--- config.mk ---
export PLATFORM = sky130hd
export DESIGN_NAME = rv4028_sram8_ctrl
export DESIGN_NICKNAME = d
export VERILOG_FILES = /design/src/rtl/rv4028_bus_pkg.sv /design/src/rtl/rv4028_wr_fifo.sv /design/src/rtl/rv4028_sram8_ctrl.sv
export SDC_FILE = /design/constraint.sdc
export NUM_CORES = 1
export LEC_CHECK = 0
export CAP_MARGIN = 20
export CORE_MARGIN = 4
export CORE_UTILIZATION = 45
export DETAILED_ROUTE_END_ITERATION = 8
export GPL_ROUTABILITY_DRIVEN = 0
export PLACE_DENSITY = 0.67
export SYNTH_ARGS = -nofsm -noshare
export SYNTH_HDL_FRONTEND = slang
export SYNTH_SLANG_ARGS = --single-unit
--- constraint.sdc ---
create_clock -name clk -period 3 [get_ports clk]
set_input_delay 0.45 -clock clk [delete_from_list [all_inputs] [get_ports clk]]
set_output_delay 0.45 -clock clk [all_outputs]
set_load 0.02 [all_outputs]
--- src/rtl/rv4028_bus_pkg.sv ---
// Shared types for the RV4028 8-bit SRAM bridge: controller FSM states and the posted-write entry.
package rv4028_bus_pkg;

    // Halfword address as seen on the bus (addr[31:1]); the top slices off what the SRAM needs.
    localparam int BUS_HW_ADDR_W = 31;

    typedef enum logic [2:0] {
        ST_IDLE    = 3'd0,
        ST_WR_LO   = 3'd1,
        ST_WR_HI   = 3'd2,
        ST_WR_GAP  = 3'd3,
        ST_RD_WAIT = 3'd4,
        ST_RD_LO   = 3'd5,
        ST_RD_HI   = 3'd6,
        ST_RD_DONE = 3'd7
    } state_t;

    typedef struct packed {
        logic [BUS_HW_ADDR_W-1:0] addr;
        logic [1:0]               mask;   // active-low byte lanes, [0] = data[7:0]
        logic [15:0]              data;
    } wr_entry_t;

endpackage

--- src/rtl/rv4028_wr_fifo.sv ---
// Synchronous FIFO with registered push/pop; head is visible on pop_dat while not empty.
// Latency: a push is visible one cycle later; push while full is dropped, pop while empty is ignored.
module rv4028_wr_fifo #(
    parameter int WIDTH = 8,
    parameter int DEPTH = 4
) (
    input  logic             clk,
    input  logic             rst_n,
    input  logic             push,
    input  logic [WIDTH-1:0] push_dat,
    input  logic             pop,
    output logic [WIDTH-1:0] pop_dat,
    output logic             full,
    output logic             empty
);
    localparam int PTR_W = $clog2(DEPTH);

    logic [WIDTH-1:0] mem [DEPTH];
    logic [PTR_W-1:0] wr_ptr;
    logic [PTR_W-1:0] rd_ptr;
    logic [PTR_W:0]   count;
    logic             do_push;
    logic             do_pop;

    assign do_push = push && !full;
    assign do_pop  = pop && !empty;
    assign full    = (count == (PTR_W+1)'(DEPTH));
    assign empty   = (count == '0);
    assign pop_dat = mem[rd_ptr];

    always_ff @(posedge clk) begin
        if (do_push) begin
            mem[wr_ptr] <= push_dat;
        end
    end

    always_ff @(posedge clk or negedge rst_n) begin
        if (!rst_n) begin
            wr_ptr <= '0;
            rd_ptr <= '0;
            count  <= '0;
        end else begin
            if (do_push) wr_ptr <= wr_ptr + PTR_W'(1);
            if (do_pop)  rd_ptr <= rd_ptr + PTR_W'(1);
            case ({do_push, do_pop})
                2'b10:   count <= count + (PTR_W+1)'(1);
                2'b01:   count <= count - (PTR_W+1)'(1);
                default: count <= count;
            endcase
        end
    end

endmodule

--- src/rtl/rv4028_sram8_ctrl.sv ---
// RV4028 memory-space target: posted halfword writes and stalled halfword reads over an 8-bit async SRAM.
// Latency: reads hold wait_n low 2*RD_CYCLES cycles plus any write drain; writes never stall and overflow is sticky.
module rv4028_sram8_ctrl
    import rv4028_bus_pkg::*;
#(
    parameter int ADDR_W     = 19,
    parameter int RD_CYCLES  = 2,
    parameter int WR_CYCLES  = 1,
    parameter int FIFO_DEPTH = 4
) (
    input  logic              clk,
    input  logic              rst_n,
    input  logic [31:0]       addr,
    input  logic              rd_n,
    input  logic [1:0]        wr_n,
    input  logic [1:0]        msk_n,
    input  logic              iorq_n,
    input  logic [15:0]       data_in,
    output logic              wait_n,
    output logic [15:0]       rdata,
    output logic              rdata_oe,
    output logic [ADDR_W-1:0] sram_addr,
    output logic [7:0]        sram_dq_out,
    input  logic [7:0]        sram_dq_in,
    output logic              sram_dq_oe,
    output logic              sram_ce_n,
    output logic              sram_oe_n,
    output logic              sram_we_n,
    output logic              wr_overflow
);
    localparam int CNT_W = 8;
    localparam logic [CNT_W-1:0] RD_LAST = CNT_W'(RD_CYCLES - 1);
    localparam logic [CNT_W-1:0] WR_LAST = CNT_W'(WR_CYCLES - 1);

    state_t state;
    state_t state_nxt;
    state_t first_lane;
    logic [CNT_W-1:0] cnt;
    logic             byte_hi;

    logic                     cmd_vld;
    logic [BUS_HW_ADDR_W-1:0] cmd_addr;
    logic [1:0]               cmd_msk;
    wr_entry_t                push_ent;
    wr_entry_t                head;
    logic                     fifo_pop;
    logic                     fifo_full;
    logic                     fifo_empty;

    logic              rd_phase;
    logic              rd_pend;
    logic [ADDR_W-2:0] rd_addr;
    logic [7:0]        rd_lo;
    logic              rd_start;
    logic              rd_end;
    logic              rd_go;

    // Command edge latches address/mask; the following edge pushes with that cycle's data.
    always_ff @(posedge clk or negedge rst_n) begin
        if (!rst_n) begin
            cmd_vld     <= 1'b0;
            cmd_addr    <= '0;
            cmd_msk     <= 2'b11;
            wr_overflow <= 1'b0;
        end else if (cmd_vld) begin
            cmd_vld <= 1'b0;
            if (fifo_full) wr_overflow <= 1'b1;
        end else if (iorq_n && (wr_n == 2'b00)) begin
            cmd_vld  <= 1'b1;
            cmd_addr <= addr[31:1];
            cmd_msk  <= msk_n;
        end
    end

    assign push_ent = {cmd_addr, cmd_msk, data_in};

    rv4028_wr_fifo #(
        .WIDTH ($bits(wr_entry_t)),
        .DEPTH (FIFO_DEPTH)
    ) u_wr_fifo (
        .clk      (clk),
        .rst_n    (rst_n),
        .push     (cmd_vld),
        .push_dat (push_ent),
        .pop      (fifo_pop),
        .pop_dat  (head),
        .full     (fifo_full),
        .empty    (fifo_empty)
    );

    // rd_end covers both the CPU sampling edge (wait_n already high) and an abort (rd_n released).
    assign rd_start = !rd_n && !rd_phase && iorq_n;
    assign rd_end   = rd_phase && (rd_n || wait_n);
    assign rd_go    = rd_start || (rd_pend && !rd_end);

    always_ff @(posedge clk or negedge rst_n) begin
        if (!rst_n) begin
            rd_phase <= 1'b0;
            rd_pend  <= 1'b0;
            rd_addr  <= '0;
            rd_lo    <= '0;
            rdata    <= '0;
            rdata_oe <= 1'b0;
            wait_n   <= 1'b1;
        end else if (rd_start) begin
            rd_phase <= 1'b1;
            rd_pend  <= (state_nxt != ST_RD_LO);
            rd_addr  <= addr[ADDR_W-1:1];
            wait_n   <= 1'b0;
            rdata_oe <= 1'b1;
        end else if (rd_end) begin
            rd_phase <= 1'b0;
            rd_pend  <= 1'b0;
            wait_n   <= 1'b1;
            rdata_oe <= 1'b0;
        end else begin
            if (state_nxt == ST_RD_LO) rd_pend <= 1'b0;
            if ((state == ST_RD_LO) && (cnt == RD_LAST)) rd_lo <= sram_dq_in;
            if ((state == ST_RD_HI) && (cnt == RD_LAST)) begin
                rdata  <= {sram_dq_in, rd_lo};
                wait_n <= 1'b1;
            end
        end
    end

    always_ff @(posedge clk or negedge rst_n) begin
        if (!rst_n) begin
            state   <= ST_IDLE;
            cnt     <= '0;
            byte_hi <= 1'b0;
        end else begin
            state <= state_nxt;
            cnt   <= (state_nxt != state) ? '0 : cnt + CNT_W'(1);
            if (state_nxt == ST_WR_HI)      byte_hi <= 1'b1;
            else if (state_nxt == ST_WR_LO) byte_hi <= 1'b0;
        end
    end

    always_comb begin
        first_lane = head.mask[0] ? ST_WR_HI : ST_WR_LO;
        state_nxt  = state;
        fifo_pop   = 1'b0;
        case (state)
            ST_IDLE, ST_RD_WAIT: begin
                // Drain writes first; an entry with both lanes masked is simply discarded.
                if (!fifo_empty) begin
                    if (head.mask == 2'b11) fifo_pop  = 1'b1;
                    else                    state_nxt = first_lane;
                end else if (rd_go) begin
                    state_nxt = ST_RD_LO;
                end
            end
            ST_WR_LO, ST_WR_HI: begin
                if (cnt == WR_LAST) state_nxt = ST_WR_GAP;
            end
            ST_WR_GAP: begin
                if (!byte_hi && !head.mask[1]) begin
                    state_nxt = ST_WR_HI;
                end else begin
                    fifo_pop  = 1'b1;
                    state_nxt = rd_go ? ST_RD_WAIT : ST_IDLE;
                end
            end
            ST_RD_LO: begin
                if (cnt == RD_LAST) state_nxt = ST_RD_HI;
            end
            ST_RD_HI: begin
                if (cnt == RD_LAST) state_nxt = ST_RD_DONE;
            end
            ST_RD_DONE: begin
                if (rd_end || !rd_phase) state_nxt = ST_IDLE;
            end
            default: state_nxt = ST_IDLE;
        endcase
        if (rd_end && (state inside {ST_RD_WAIT, ST_RD_LO, ST_RD_HI})) begin
            state_nxt = ST_IDLE;
        end
    end

    always_comb begin
        sram_addr   = '0;
        sram_dq_out = '0;
        sram_dq_oe  = 1'b0;
        sram_ce_n   = 1'b1;
        sram_oe_n   = 1'b1;
        sram_we_n   = 1'b1;
        case (state)
            ST_WR_LO, ST_WR_HI, ST_WR_GAP: begin
                sram_ce_n   = 1'b0;
                sram_we_n   = (state == ST_WR_GAP);
                sram_dq_oe  = 1'b1;
                sram_addr   = {head.addr[ADDR_W-2:0], byte_hi};
                sram_dq_out = byte_hi ? head.data[15:8] : head.data[7:0];
            end
            ST_RD_LO, ST_RD_HI: begin
                sram_ce_n = 1'b0;
                sram_oe_n = 1'b0;
                sram_addr = {rd_addr, (state == ST_RD_HI)};
            end
            default: ;
        endcase
    end

endmodule

==> insert_results.sql, run 1 <==
INSERT INTO impl_metrics (metric_group, metric, value, unit) VALUES
('outcome', 'status', 'completed', ''),
('critical_path', 'worstSetupEndpoint', 'sram_addr[10]', ''),
('power', 'power.total', '11270', 'uW'),
('final_layout', 'layout.cells.most_common', 'sky130_fd_sc_hd__edfxtp_1', ''),
('final_layout', 'final_cell_mix', 'sky130_fd_sc_hd__edfxtp_1, sky130_fd_sc_hd__clkdlybuf4s50_1, sky130_fd_sc_hd__dfrtp_1', ''),
('clock_tree', 'clock_tree.htree_level_count', '1', ''),
('synth', 'synth_sequential_area_ratio', '69.80', '%'),
('sta', 'relSlewSlack', '54.03', '%'),
('placed_design', 'postPlaceCellArea', '10810', 'um^2'),
('power', 'portion_of_total_power_attributed_to_the_clock_network', '27.2', '%'),
('global_routing', 'grt_first_pass_wirelength', '29000', 'um'),
('power', 'internal_power', '7728', 'uW'),
('floorplanning', 'die_y_extent', '151.6', 'um'),
('critical_path', 'crit_required', '2.55', 'ns'),
('sta', 'drv_slew', '0', ''),
('synth', 'post_synthesis_instance_area', '9284', 'um^2'),
('critical_path', 'cp_max_fo', '14', ''),
('floorplanning', 'io-pin-count', '114', ''),
('critical_path', 'cp_num_cells', '4', ''),
('final_layout', 'post-route-cell-area', '11710', 'um^2'),
('clock_tree', 'clkTransAtPathRegs', '0.06', 'ns'),
('critical_path', 'critPathSlowestCell', 'sky130_fd_sc_hd__clkdlybuf4s50_1', ''),
('global_routing', 'grt_pass1_vias', '5390', ''),
('routing', 'drt.antenna.violating_nets', '0', ''),
('clock_tree', 'cts_made_buffers', '24', ''),
('critical_path', 'critPathBufInv', '2', ''),
('power', 'power_switching', '3541', 'uW'),
('synth', 'synthTopCellsByArea', 'sky130_fd_sc_hd__edfxtp_1, sky130_fd_sc_hd__dfrtp_1, sky130_fd_sc_hd__mux4_2', ''),
('global_routing', 'grt_start_max_net_pins', '87', ''),
('synth', 'synth_cell_type_count', '53', ''),
('critical_path', 'max_stage_delay', '0.53', 'ns'),
('critical_path', 'setup.worst_path.end_class', 'output port', ''),
('floorplanning', 'dieWidth', '151.6', 'um'),
('synth', 'synth_flop_type', 'sky130_fd_sc_hd__edfxtp_1', ''),
('critical_path', 'critical_path_class', 'flip-flop to output port', ''),
('global_routing', 'antenna_violations_before_repair', '0', ''),
('power', 'vdd_drop_max', '507.7', 'uV'),
('placed_design', 'dp_hpwl', '11720', 'um'),
('power', 'p_seq_share', '36.8', '%'),
('global_routing', 'total_routing_resource_utilization_after_global_routing', '16.28', '%'),
('power', 'pwr-share-comb', '35.9', '%'),
('sta', 'fin_worst_skew', '0.01040', 'ns'),
('sta', 'layout_worst_path_cycle_share', '96.37', '%'),
('clock_tree', 'insertion_delay_of_the_later_clocked_pin_in_the_worst_skew_pair', '0.50', 'ns'),
('sta', 'grt_setup_unrepaired', 'no', ''),
('final_layout', 'fillerInstances', '1549', ''),
('sta', 'finalSetupViolations', '0', ''),
('synth', 'synth_cells', '519', ''),
('routing', 'detail_route.iter0.violations', '332', ''),
('clock_tree', 'tritoncts', 'yes', ''),
('floorplanning', 'design.die.area', '22990', 'um^2'),
('floorplanning', 'initial_core_utilization', '45.88', '%'),
('routing', 'drtPass1Iterations', '4', ''),
('synth', 'synth_largest_area_cell', 'sky130_fd_sc_hd__edfxtp_1', ''),
('critical_path', 'r2r.worst_path.cells', '9', ''),
('sta', 'fmax', '0.3459', 'GHz'),
('synth', 'ys_ff_latch', '230', ''),
('synth', 'synth_area_per_cell', '17.89', 'um^2'),
('synth', 'synth_fp_nets', '592', ''),
('final_layout', 'antenna-diode-count', '0', ''),
('routing', 'wl_per_cell', '19.68', 'um'),
('final_layout', 'final_layout_size_suffix_gt1_share', '27.29', '%'),
('critical_path', 'critical_path.top_delay_family', 'buffers and inverters', ''),
('clock_tree', 'tritoncts_num_sinks', '230', ''),
('critical_path', 'reg2reg_to', 'u_wr_fifo.count[2]$_DFFE_PN0P_', ''),
('final_layout', 'nNetsFinal', '722', ''),
('floorplanning', 'rows', '52', ''),
('job', 'maxCapViolCount', '0', ''),
('sta', 'timing_hold_violations_final', '0', ''),
('critical_path', 'regToRegStartpoint', 'u_wr_fifo.rd_ptr[0]$_DFFE_PN0P_', ''),
('power', 'power.switching_fraction', '31.42', '%');
-- how the worst min path moves through the flow --
stage	depth (start not counted)	slack, ns	end
final	1	0.50	rd_lo[6]$_DFFE_PN0P_
after global routing	1	0.52	rd_lo[4]$_DFFE_PN0P_
after CTS	1	0.50	rdata[2]$_DFFE_PN0P_
after detailed placement	1	0.49	rdata[6]$_DFFE_PN0P_
after global placement	1	0.48	rdata[1]$_DFFE_PN0P_
after floorplan	0	0.15	byte_hi$_DFFE_PN0P_
-- routing by layer --
metal | up-vias | global-route usage (%) | part of all wire [%]
met2 | 125 | 27.65 | 50
met3 | 27 | 2.588 | 4.9
met5 | - | 0 | 0
met1 | 2679 | 22.16 | 44
li1 | 2298 | - | -
met4 | 0 | 4.178 | 1.6
-- state kept, by name, summed over array words and instances (netlist names), 2 cells and up --
| signal | count |
|---|---|
| u_wr_fifo.mem | 144 |
| cmd_addr | 18 |
| rd_addr | 18 |
| rdata | 16 |
| cnt | 8 |
| rd_lo | 8 |
| state | 3 |
| u_wr_fifo.count | 3 |
| cmd_msk | 2 |
| u_wr_fifo.rd_ptr | 2 |
| u_wr_fifo.wr_ptr | 2 |
-- cell families (layout without fill, tap and decap cells) --
group | after synthesis | count (layout) | share of synthesized area (%)
DFF | 230 | 230 | 69.80
adders and majority gates | 9 | 9 | 1.294
xor gates and xnor gates | 12 | 12 | 1.132
muxes | 109 | 109 | 17.59
buffers and inverters | 33 | 181 | 1.455
AOI/OAI and AO/OA | 53 | 53 | 4.367
and+or+nand+nor | 73 | 73 | 4.367
-- through the flow --
step | instances | setup WS (ns) | hold slack (ns) | utilization (%)
after floorplan | 519 | 0.5842 | 0.1544 | -
after global placement | 890 | 0.2892 | 0.4798 | 53.44
after detailed placement | 890 | 0.2367 | 0.4940 | 53.44
after CTS | 935 | 0.002715 | 0.5048 | 57.66
after global routing | 937 | 0.003163 | 0.5194 | 57.89
final | 937 | 0.1090 | 0.5010 | 57.89
-- power by group through the flow --
stage	Combinational [uW]	Sequential [uW]	Clock, uW
floorplan	2490	4200	0
global placement	4060	4160	0
detailed placement	4110	4210	0
CTS	4080	4150	3150
global route	4370	4210	3290
finish	4050	4150	3070
-- cell usage after synthesis, drive strengths merged, types with 3 or more instances --
| library cell | number |
|---|---|
| a21oi | 11 |
| a22o | 18 |
| a31oi | 3 |
| and2 | 6 |
| and3 | 3 |
| buf | 7 |
| clkbuf | 15 |
| dfrtp | 83 |
| dfstp | 3 |
| edfxtp | 144 |
| ha | 8 |
| inv | 10 |
| mux2 | 64 |
| mux2i | 9 |
| mux4 | 36 |
| nand2 | 5 |
| nand2b | 5 |
| nand3 | 9 |
| nand4 | 3 |
| nor2 | 20 |
| nor2b | 3 |
| nor3 | 4 |
| nor4 | 8 |
| o21ai | 5 |
| xnor2 | 8 |
| xor2 | 4 |
-- timing repair --
action                     4_1_cts  5_1_grt
hold endpoints to repair        31        0
setup buffers                    0        1
setup endpoints to repair        7       12
resized for setup               10        6
gates cloned                     0        1
hold buffers                     1        0
-- area by class of cell --
cell class,instances,area [um^2],area share [%]
Tap cell,270,337.8,2.884
Clock buffer,34,742.0,6.334
Multi-Input combinational cell,256,2685,22.92
Clock inverter,10,105.1,0.8972
Timing Repair Buffer,126,1320,11.27
Inverter,11,41.29,0.3525
Sequential cell,230,6482,55.34
-- worst register-to-register path, stage by stage, from the launching register on --
cell and delay, ns:
sky130_fd_sc_hd__dfrtp_2 0.45, sky130_fd_sc_hd__buf_4 0.14, sky130_fd_sc_hd__mux4_1 0.63, sky130_fd_sc_hd__o2111ai_1 0.28, sky130_fd_sc_hd__a21oi_1 0.17, sky130_fd_sc_hd__ha_1 0.27
sky130_fd_sc_hd__fa_1 0.39, sky130_fd_sc_hd__xnor2_1 0.18, sky130_fd_sc_hd__nor2_1 0.07, sky130_fd_sc_hd__xor2_1 0.14
No activity file was read; power rests on OpenSTA's default activity.
==> run 2, diff against run 1 <==
Settings changed: CORE_MARGIN 4 to 8.
==> run 2 against run 1 <==
Cell area shrank 0.37%. Setup slack lost 0.011 ns. Hold slack lost 0.50 ns. Power shrank 0.31%. Register-to-register slack is essentially flat. Cell count shrank 0.11%. Routed wire length grew 5.2%. Sequential power is essentially flat. Die area grew 11%. Highest routed layer is now met5.
==> insert_results.sql, run 2 (synthesis gave the netlist of run 1 again) <==
INSERT INTO impl_metrics (metric_group, metric, value, unit) VALUES
('clock_tree', 'tritoncts_num_sinks', '230', ''),
('final_layout', 'biggestRegsByFlops', 'u_wr_fifo.mem x144, cmd_addr x18, rd_addr x18', ''),
('global_routing', 'grt_pass1_vias', '5707', ''),
('final_layout', 'final_cells', '936', ''),
('critical_path', 'max_stage_delay', '0.61', 'ns'),
('routing', 'wl_per_cell', '20.73', 'um'),
('routing', 'drt.antenna.violating_nets', '0', ''),
('sta', 'layout_worst_path_cycle_share', '96.72', '%'),
('routing', 'drtPass1Iterations', '4', ''),
('clock_tree', 'clock_tree.htree_level_count', '1', ''),
('global_routing', 'grt_overflow_total', '0', ''),
('floorplanning', 'rows', '52', ''),
('final_layout', 'nNetsFinal', '720', ''),
('sta', 'relSlewSlack', '51.06', '%'),
('placed_design', 'pre_cts_ws', '0.1510', 'ns'),
('sta', 'finalSetupViolations', '0', ''),
('critical_path', 'data_arrival_time_of_the_critical_path', '2.45', 'ns'),
('sta', 'worst_slack', '0.09825', 'ns'),
('final_layout', 'antenna-diode-count', '0', ''),
('clock_tree', 'cts_root_buffer', 'sky130_fd_sc_hd__clkbuf_16', ''),
('placed_design', 'io_buffer_count', '99', ''),
('global_routing', 'grt_start_max_net_pins', '51', ''),
('critical_path', 'setup.worst_path.end_class', 'output port', ''),
('critical_path', 'worstPathCellList', 'buf_4, nand2_1, nand2b_1, and2_1, buf_12, a22o_1, clkdlybuf4s50_1', ''),
('global_routing', 'total_routing_resource_utilization_after_global_routing', '15.36', '%'),
('final_layout', 'final_layout_size_suffix_gt1_share', '27.48', '%'),
('critical_path', 'critPathSlowestCell', 'sky130_fd_sc_hd__clkdlybuf4s50_1', ''),
('critical_path', 'crit_required', '2.55', 'ns'),
('sta', 'drv_slew', '0', ''),
('worst_hold_path', 'worst_hold_path_type', 'input port to async pin', ''),
('routing', 'detail_route.iter0.violations', '262', ''),
('routing', 'finalWirelength', '19400', 'um'),
('power', 'cellPowerDensity', '962.7', 'nW/um^2'),
('floorplanning', 'design.die.area', '25480', 'um^2'),
('critical_path', 'cp_max_fo', '20', ''),
('power', 'vdd_drop_max', '476.1', 'uV'),
('floorplanning', 'initial_core_utilization', '45.88', '%'),
('clock_tree', 'clockBufferDepth', '3', ''),
('job', 'maxCapViolCount', '0', ''),
('outcome', 'status', 'completed', ''),
('sta', 'timing_hold_violations_final', '0', ''),
('final_layout', 'largest_reg_flops', '144', ''),
('sta', 'worst_pin_slew', '0.7274', 'ns'),
('final_layout', 'final_cell_mix', 'sky130_fd_sc_hd__edfxtp_1, sky130_fd_sc_hd__clkdlybuf4s50_1, sky130_fd_sc_hd__dfrtp_1', ''),
('final_layout', 'finalCoreUtilization', '57.67', '%'),
('floorplanning', 'die_y_extent', '159.6', 'um'),
('clock_tree', 'tritoncts', 'yes', ''),
('clock_tree', 'clkTransAtPathRegs', '0.06', 'ns'),
('clock_tree', 'cts_made_buffers', '25', ''),
('final_layout', 'fillerInstances', '1538', ''),
('global_routing', 'grt_first_pass_wirelength', '31500', 'um'),
('final_layout', 'max_flop_register', 'u_wr_fifo.mem', ''),
('sta', 'holdWs', '0.002469', 'ns'),
('critical_path', 'critical_path_class', 'flip-flop to output port', ''),
('critical_path', 'critical_path.top_delay_family', 'buffers and inverters', ''),
('routing', 'detailroute.via_count', '5057', ''),
('floorplanning', 'dieWidth', '159.6', 'um'),
('sta', 'period_minus_slack', '2.902', 'ns'),
('sta', 'setup_total_negative_slack', '0', 'ns'),
('sta', 'fmax', '0.3446', 'GHz'),
('placed_design', 'dp_hpwl', '12430', 'um'),
('critical_path', 'startpoint_type', 'flip-flop', ''),
('final_layout', 'layout.cells.most_common', 'sky130_fd_sc_hd__edfxtp_1', ''),
('critical_path', 'critPathBufInv', '3', ''),
('routing', 'vias_per_std_cell', '5.403', ''),
('placed_design', 'dp_cell_count', '888', ''),
('final_layout', 'area_added_between_synthesis_and_finish', '25.70', '%'),
('routing', 'drc', '0', ''),
('sta', 'fin_worst_skew', '0.01331', 'ns'),
('floorplanning', 'io-pin-count', '114', ''),
('floorplanning', 'core_area', '20230', 'um^2'),
('global_routing', 'antenna_violations_before_repair', '1', ''),
('power', 'static-leakage-power', '0.004406', 'uW'),
('clock_tree', 'cts_hold_buffers', '0', ''),
('clock_tree', 'insertion_delay_of_the_later_clocked_pin_in_the_worst_skew_pair', '0.51', 'ns');
## run 2: cell count changes in the layout (fill, tap and decap cells not counted), sizes merged
cell           delta
clkdlybuf4s50     +4
dlymetal6s2s      +3
clkinvlp          -1
bufinv            -1
buf               -2
dlygate4sd2       -7
inv               +1
clkbuf            +3
dlygate4sd3       -1
## run 2: timing repair
action,in CTS,in global routing
setup endpoints to repair,11,24
cloned,0,1
gates resized for setup,4,10
setup buffers,0,1
## run 2: power by group
group,internal (uW),switching [uW]
combinational,1990,2090
sequential,3860,309
clock,1820,1170
## run 2: worst paths after layout
kind                                                  end  slack (ns)                       startpoint  cells past startpoint
max                                          sram_addr[7]         0.1               state[0]$_DFF_PN0_                      7
min                                  rdata[2]$_DFFE_PN0P_       0.002                            rst_n                      1
max reg2reg                u_wr_fifo.count[2]$_DFFE_PN0P_        0.17  u_wr_fifo.rd_ptr[0]$_DFFE_PN0P_                      9
min reg2reg                       wr_overflow$_DFFE_PN0P_        0.50          wr_overflow$_DFFE_PN0P_                      1
max in group asynchronous              wait_n$_DFFE_PN1P_        2.25                            rst_n                      2
min in group clk                  wr_overflow$_DFFE_PN0P_        0.50          wr_overflow$_DFFE_PN0P_                      1
## run 2: final cells by class
type	instances	area, um^2	share of cell area, %
Inverter	11	41.29	0.3538
Timing Repair Buffer	123	1295	11.10
Clock buffer	37	752.0	6.444
Multi-Input combinational cell	256	2685	23.01
Sequential cell	230	6482	55.55
Clock inverter	9	76.32	0.6540
Tap cell	270	337.8	2.895
## run 2: worst register-to-register path: cells and delay by family (launching register included)
family,cells,cell delay (ns)
AOI/OAI and AO/OA,2,0.43
xor gates and xnor gates,2,0.29
adders and majority gates,2,0.65
buffers and inverters,1,0.17
DFF,1,0.43
muxes,1,0.64
and+or+nand+nor,1,0.13
## run 2: through the flow
step                total power [uW]  area (um^2)
global route                   11830        11670
CTS                            11360        11610
finish                         11230        11670
detailed placement              8319        10770
floorplan                       6693         9284
global placement                8206        10770
## run 2: metal layers
layer / share of wire, % / wire [um] / track usage, %
met1: 43 / 8289 / 19.42
met2: 50 / 9626 / 26.54
met3: 5.9 / 1148 / 3.265
met5: 0.046 / 9 / 0
met4: 1.7 / 326 / 3.774
==> run 3, diff against run 2 <==
Settings changed: CORE_MARGIN 8 to 3.
==> run 3 against run 2 <==
Routed wire length is 6.9% lower. Largest power group unchanged. Sequential power hardly changed. Power is 0.47% higher. Register-to-register slack better by 0.11 ns. Global-route usage is 1.2 points higher. Critical path depth is 2 lower. Critical endpoint is now sram_dq_out[4]. Die area is 12% lower. Core utilization is 1.3 points higher.
==> insert_results.sql, run 3 (synthesis gave the netlist of run 1 again) <==
INSERT INTO impl_metrics (metric_group, metric, value, unit) VALUES
('clock_tree', 'tritoncts_num_sinks', '230', ''),
('clock_tree', 'clockBufferDepth', '3', ''),
('sta', 'fin_worst_skew', '0.01609', 'ns'),
('clock_tree', 'cts_root_buffer', 'sky130_fd_sc_hd__clkbuf_16', ''),
('sta', 'grt_setup_unrepaired', 'no', ''),
('floorplanning', 'io-pin-count', '114', ''),
('floorplanning', 'rows', '51', ''),
('placed_design', 'dp_cell_count', '881', ''),
('placed_design', 'pre_cts_ws', '0.2245', 'ns'),
('global_routing', 'total_routing_resource_utilization_after_global_routing', '16.59', '%'),
('final_layout', 'post-route-cell-area', '11700', 'um^2'),
('routing', 'drtPass1Iterations', '5', ''),
('clock_tree', 'post_cts.repair.setup_buffers', '0', ''),
('critical_path', 'cp_max_fo', '19', ''),
('routing', 'detail_route.iter0.violations', '273', ''),
('final_layout', 'max_flop_register', 'u_wr_fifo.mem', ''),
('sta', 'setup_total_negative_slack', '0', 'ns'),
('floorplanning', 'core_area', '19850', 'um^2'),
('sta', 'worst_pin_slew', '0.7604', 'ns'),
('sta', 'relSlewSlack', '48.84', '%'),
('sta', 'worst_slack', '0.1175', 'ns'),
('sta', 'layout_worst_path_cycle_share', '96.08', '%'),
('floorplanning', 'die_y_extent', '149.6', 'um'),
('final_layout', 'layout.cells.most_common', 'sky130_fd_sc_hd__edfxtp_1', ''),
('clock_tree', 'tritoncts', 'yes', ''),
('critical_path', 'setup.worst_path.end_class', 'output port', ''),
('power', 'static-leakage-power', '0.004482', 'uW'),
('job', 'maxCapViolCount', '0', ''),
('global_routing', 'grt_start_max_net_pins', '57', ''),
('critical_path', 'startpoint_type', 'flip-flop', ''),
('sta', 'timing_hold_violations_final', '0', ''),
('global_routing', 'grt_pass1_vias', '5323', ''),
('routing', 'drc', '0', ''),
('clock_tree', 'clkTransAtPathRegs', '0.06', 'ns'),
('placed_design', 'io_buffer_count', '99', ''),
('critical_path', 'critical_path_class', 'flip-flop to output port', ''),
('floorplanning', 'initial_core_utilization', '46.78', '%'),
('worst_hold_path', 'worst_hold_path_type', 'input port to async pin', ''),
('final_layout', 'nNetsFinal', '717', ''),
('global_routing', 'grt_first_pass_wirelength', '29210', 'um'),
('final_layout', 'largest_reg_flops', '144', ''),
('final_layout', 'antenna-diode-count', '0', ''),
('final_layout', 'final_layout_size_suffix_gt1_share', '27.34', '%'),
('floorplanning', 'dieWidth', '149.6', 'um'),
('clock_tree', 'insertion_delay_of_the_later_clocked_pin_in_the_worst_skew_pair', '0.51', 'ns'),
('power', 'vdd_drop_max', '544.8', 'uV'),
('sta', 'finalSetupViolations', '0', ''),
('global_routing', 'antenna_violations_before_repair', '0', ''),
('routing', 'finalWirelength', '18060', 'um'),
('final_layout', 'final_cell_mix', 'sky130_fd_sc_hd__edfxtp_1, sky130_fd_sc_hd__dfrtp_1, sky130_fd_sc_hd__clkdlybuf4s50_1', ''),
('placed_design', 'dp_hpwl', '11130', 'um'),
('routing', 'drt.antenna.violating_nets', '0', ''),
('clock_tree', 'cts_made_buffers', '24', ''),
('critical_path', 'crit_required', '2.55', 'ns'),
('critical_path', 'regToRegStartpoint', 'u_wr_fifo.rd_ptr[0]$_DFFE_PN0P_', ''),
('global_routing', 'grt_overflow_total', '0', ''),
('power', 'cellPowerDensity', '965.1', 'nW/um^2'),
('outcome', 'status', 'completed', ''),
('sta', 'fmax', '0.3469', 'GHz'),
('final_layout', 'final_cells', '927', ''),
('critical_path', 'setup.reg_to_reg.worst_slack', '0.28', 'ns'),
('critical_path', 'r2r.worst_path.cells', '9', ''),
('final_layout', 'biggestRegsByFlops', 'u_wr_fifo.mem x144, cmd_addr x18, rd_addr x18', ''),
('sta', 'drv_slew', '0', ''),
('routing', 'vias_per_std_cell', '5.403', ''),
('floorplanning', 'design.die.area', '22390', 'um^2'),
('critical_path', 'data_arrival_time_of_the_critical_path', '2.43', 'ns'),
('clock_tree', 'clock_tree.htree_level_count', '1', ''),
('critical_path', 'reg2reg_to', 'u_wr_fifo.count[2]$_DFFE_PN0P_', ''),
('routing', 'wl_per_cell', '19.48', 'um'),
('final_layout', 'area_added_between_synthesis_and_finish', '25.97', '%'),
('routing', 'detailroute.via_count', '5009', ''),
('sta', 'period_minus_slack', '2.883', 'ns'),
('placed_design', 'postPlaceCellArea', '10750', 'um^2');
==> run 3: final cells by class <==
cell class | count | area (um^2)
Clock buffer | 30 | 664.4
Clock inverter | 14 | 207.7
Fill cell | 1491 | 8150
Inverter | 11 | 41.29
Multi-Input combinational cell | 256 | 2685
Sequential cell | 230 | 6484
Tap cell | 265 | 331.6
Timing Repair Buffer | 121 | 1281
==> run 3: metal layers <==
layer	vias up	GRT usage, %	wire [um]
met5	-	0	0
met4	0	3.844	267
met3	26	2.786	855
met2	120	28.14	9098
met1	2571	22.72	7834
li1	2292	-	-
==> run 3: stage by stage <==
stage | util (%) | hold slack [ns] | total power (uW)
floorplan | - | 0.1544 | 6693
global placement | 54.18 | 0.4311 | 8145
detailed placement | 54.18 | 0.4331 | 8231
CTS | 58.77 | 0.4424 | 11470
global route | 58.93 | 0.4658 | 11900
finish | 58.93 | 0.4369 | 11290
==> run 3: worst max-delay path: stages (launching register included) <==
cell and delay (ns):
sky130_fd_sc_hd__dfrtp_2 0.43, sky130_fd_sc_hd__buf_16 0.20, sky130_fd_sc_hd__mux4_2 0.52, sky130_fd_sc_hd__mux2i_1 0.15
sky130_fd_sc_hd__nor2_1 0.07, sky130_fd_sc_hd__clkdlybuf4s50_1 0.54
==> run 3: how the worst max path moves through the flow <==
stage	start	to	slack, ns	cells past startpoint
floorplan	u_wr_fifo.rd_ptr[0]$_DFFE_PN0P_	u_wr_fifo.count[2]$_DFFE_PN0P_	0.58	8
global placement	rd_n	cnt[3]$_DFF_PN0_	0.27	7
detailed placement	rd_n	cnt[7]$_DFF_PN0_	0.22	7
CTS	state[1]$_DFF_PN0_	sram_addr[10]	0.0009	6
global route	u_wr_fifo.rd_ptr[0]$_DFFE_PN0P_	sram_dq_out[4]	0.005	5
finish	u_wr_fifo.rd_ptr[0]$_DFFE_PN0P_	sram_dq_out[4]	0.12	5
==> run 3: what timing repair did <==
item | CTS | global route
setup endpoints to repair | 23 | 11
pin swaps | 0 | 0
gates cloned | 1 | 0
gates resized for setup | 17 | 13
hold buffers | 1 | 0
endpoints found under the hold margin | 28 | 0
==> run 3: power by group <==
part	total (uW)	switching, uW	internal (uW)	leakage (uW)
logic	3950	2050	1900	0.00169
clock network	3200	1190	2010	0.000425
registers	4140	276	3860	0.00237
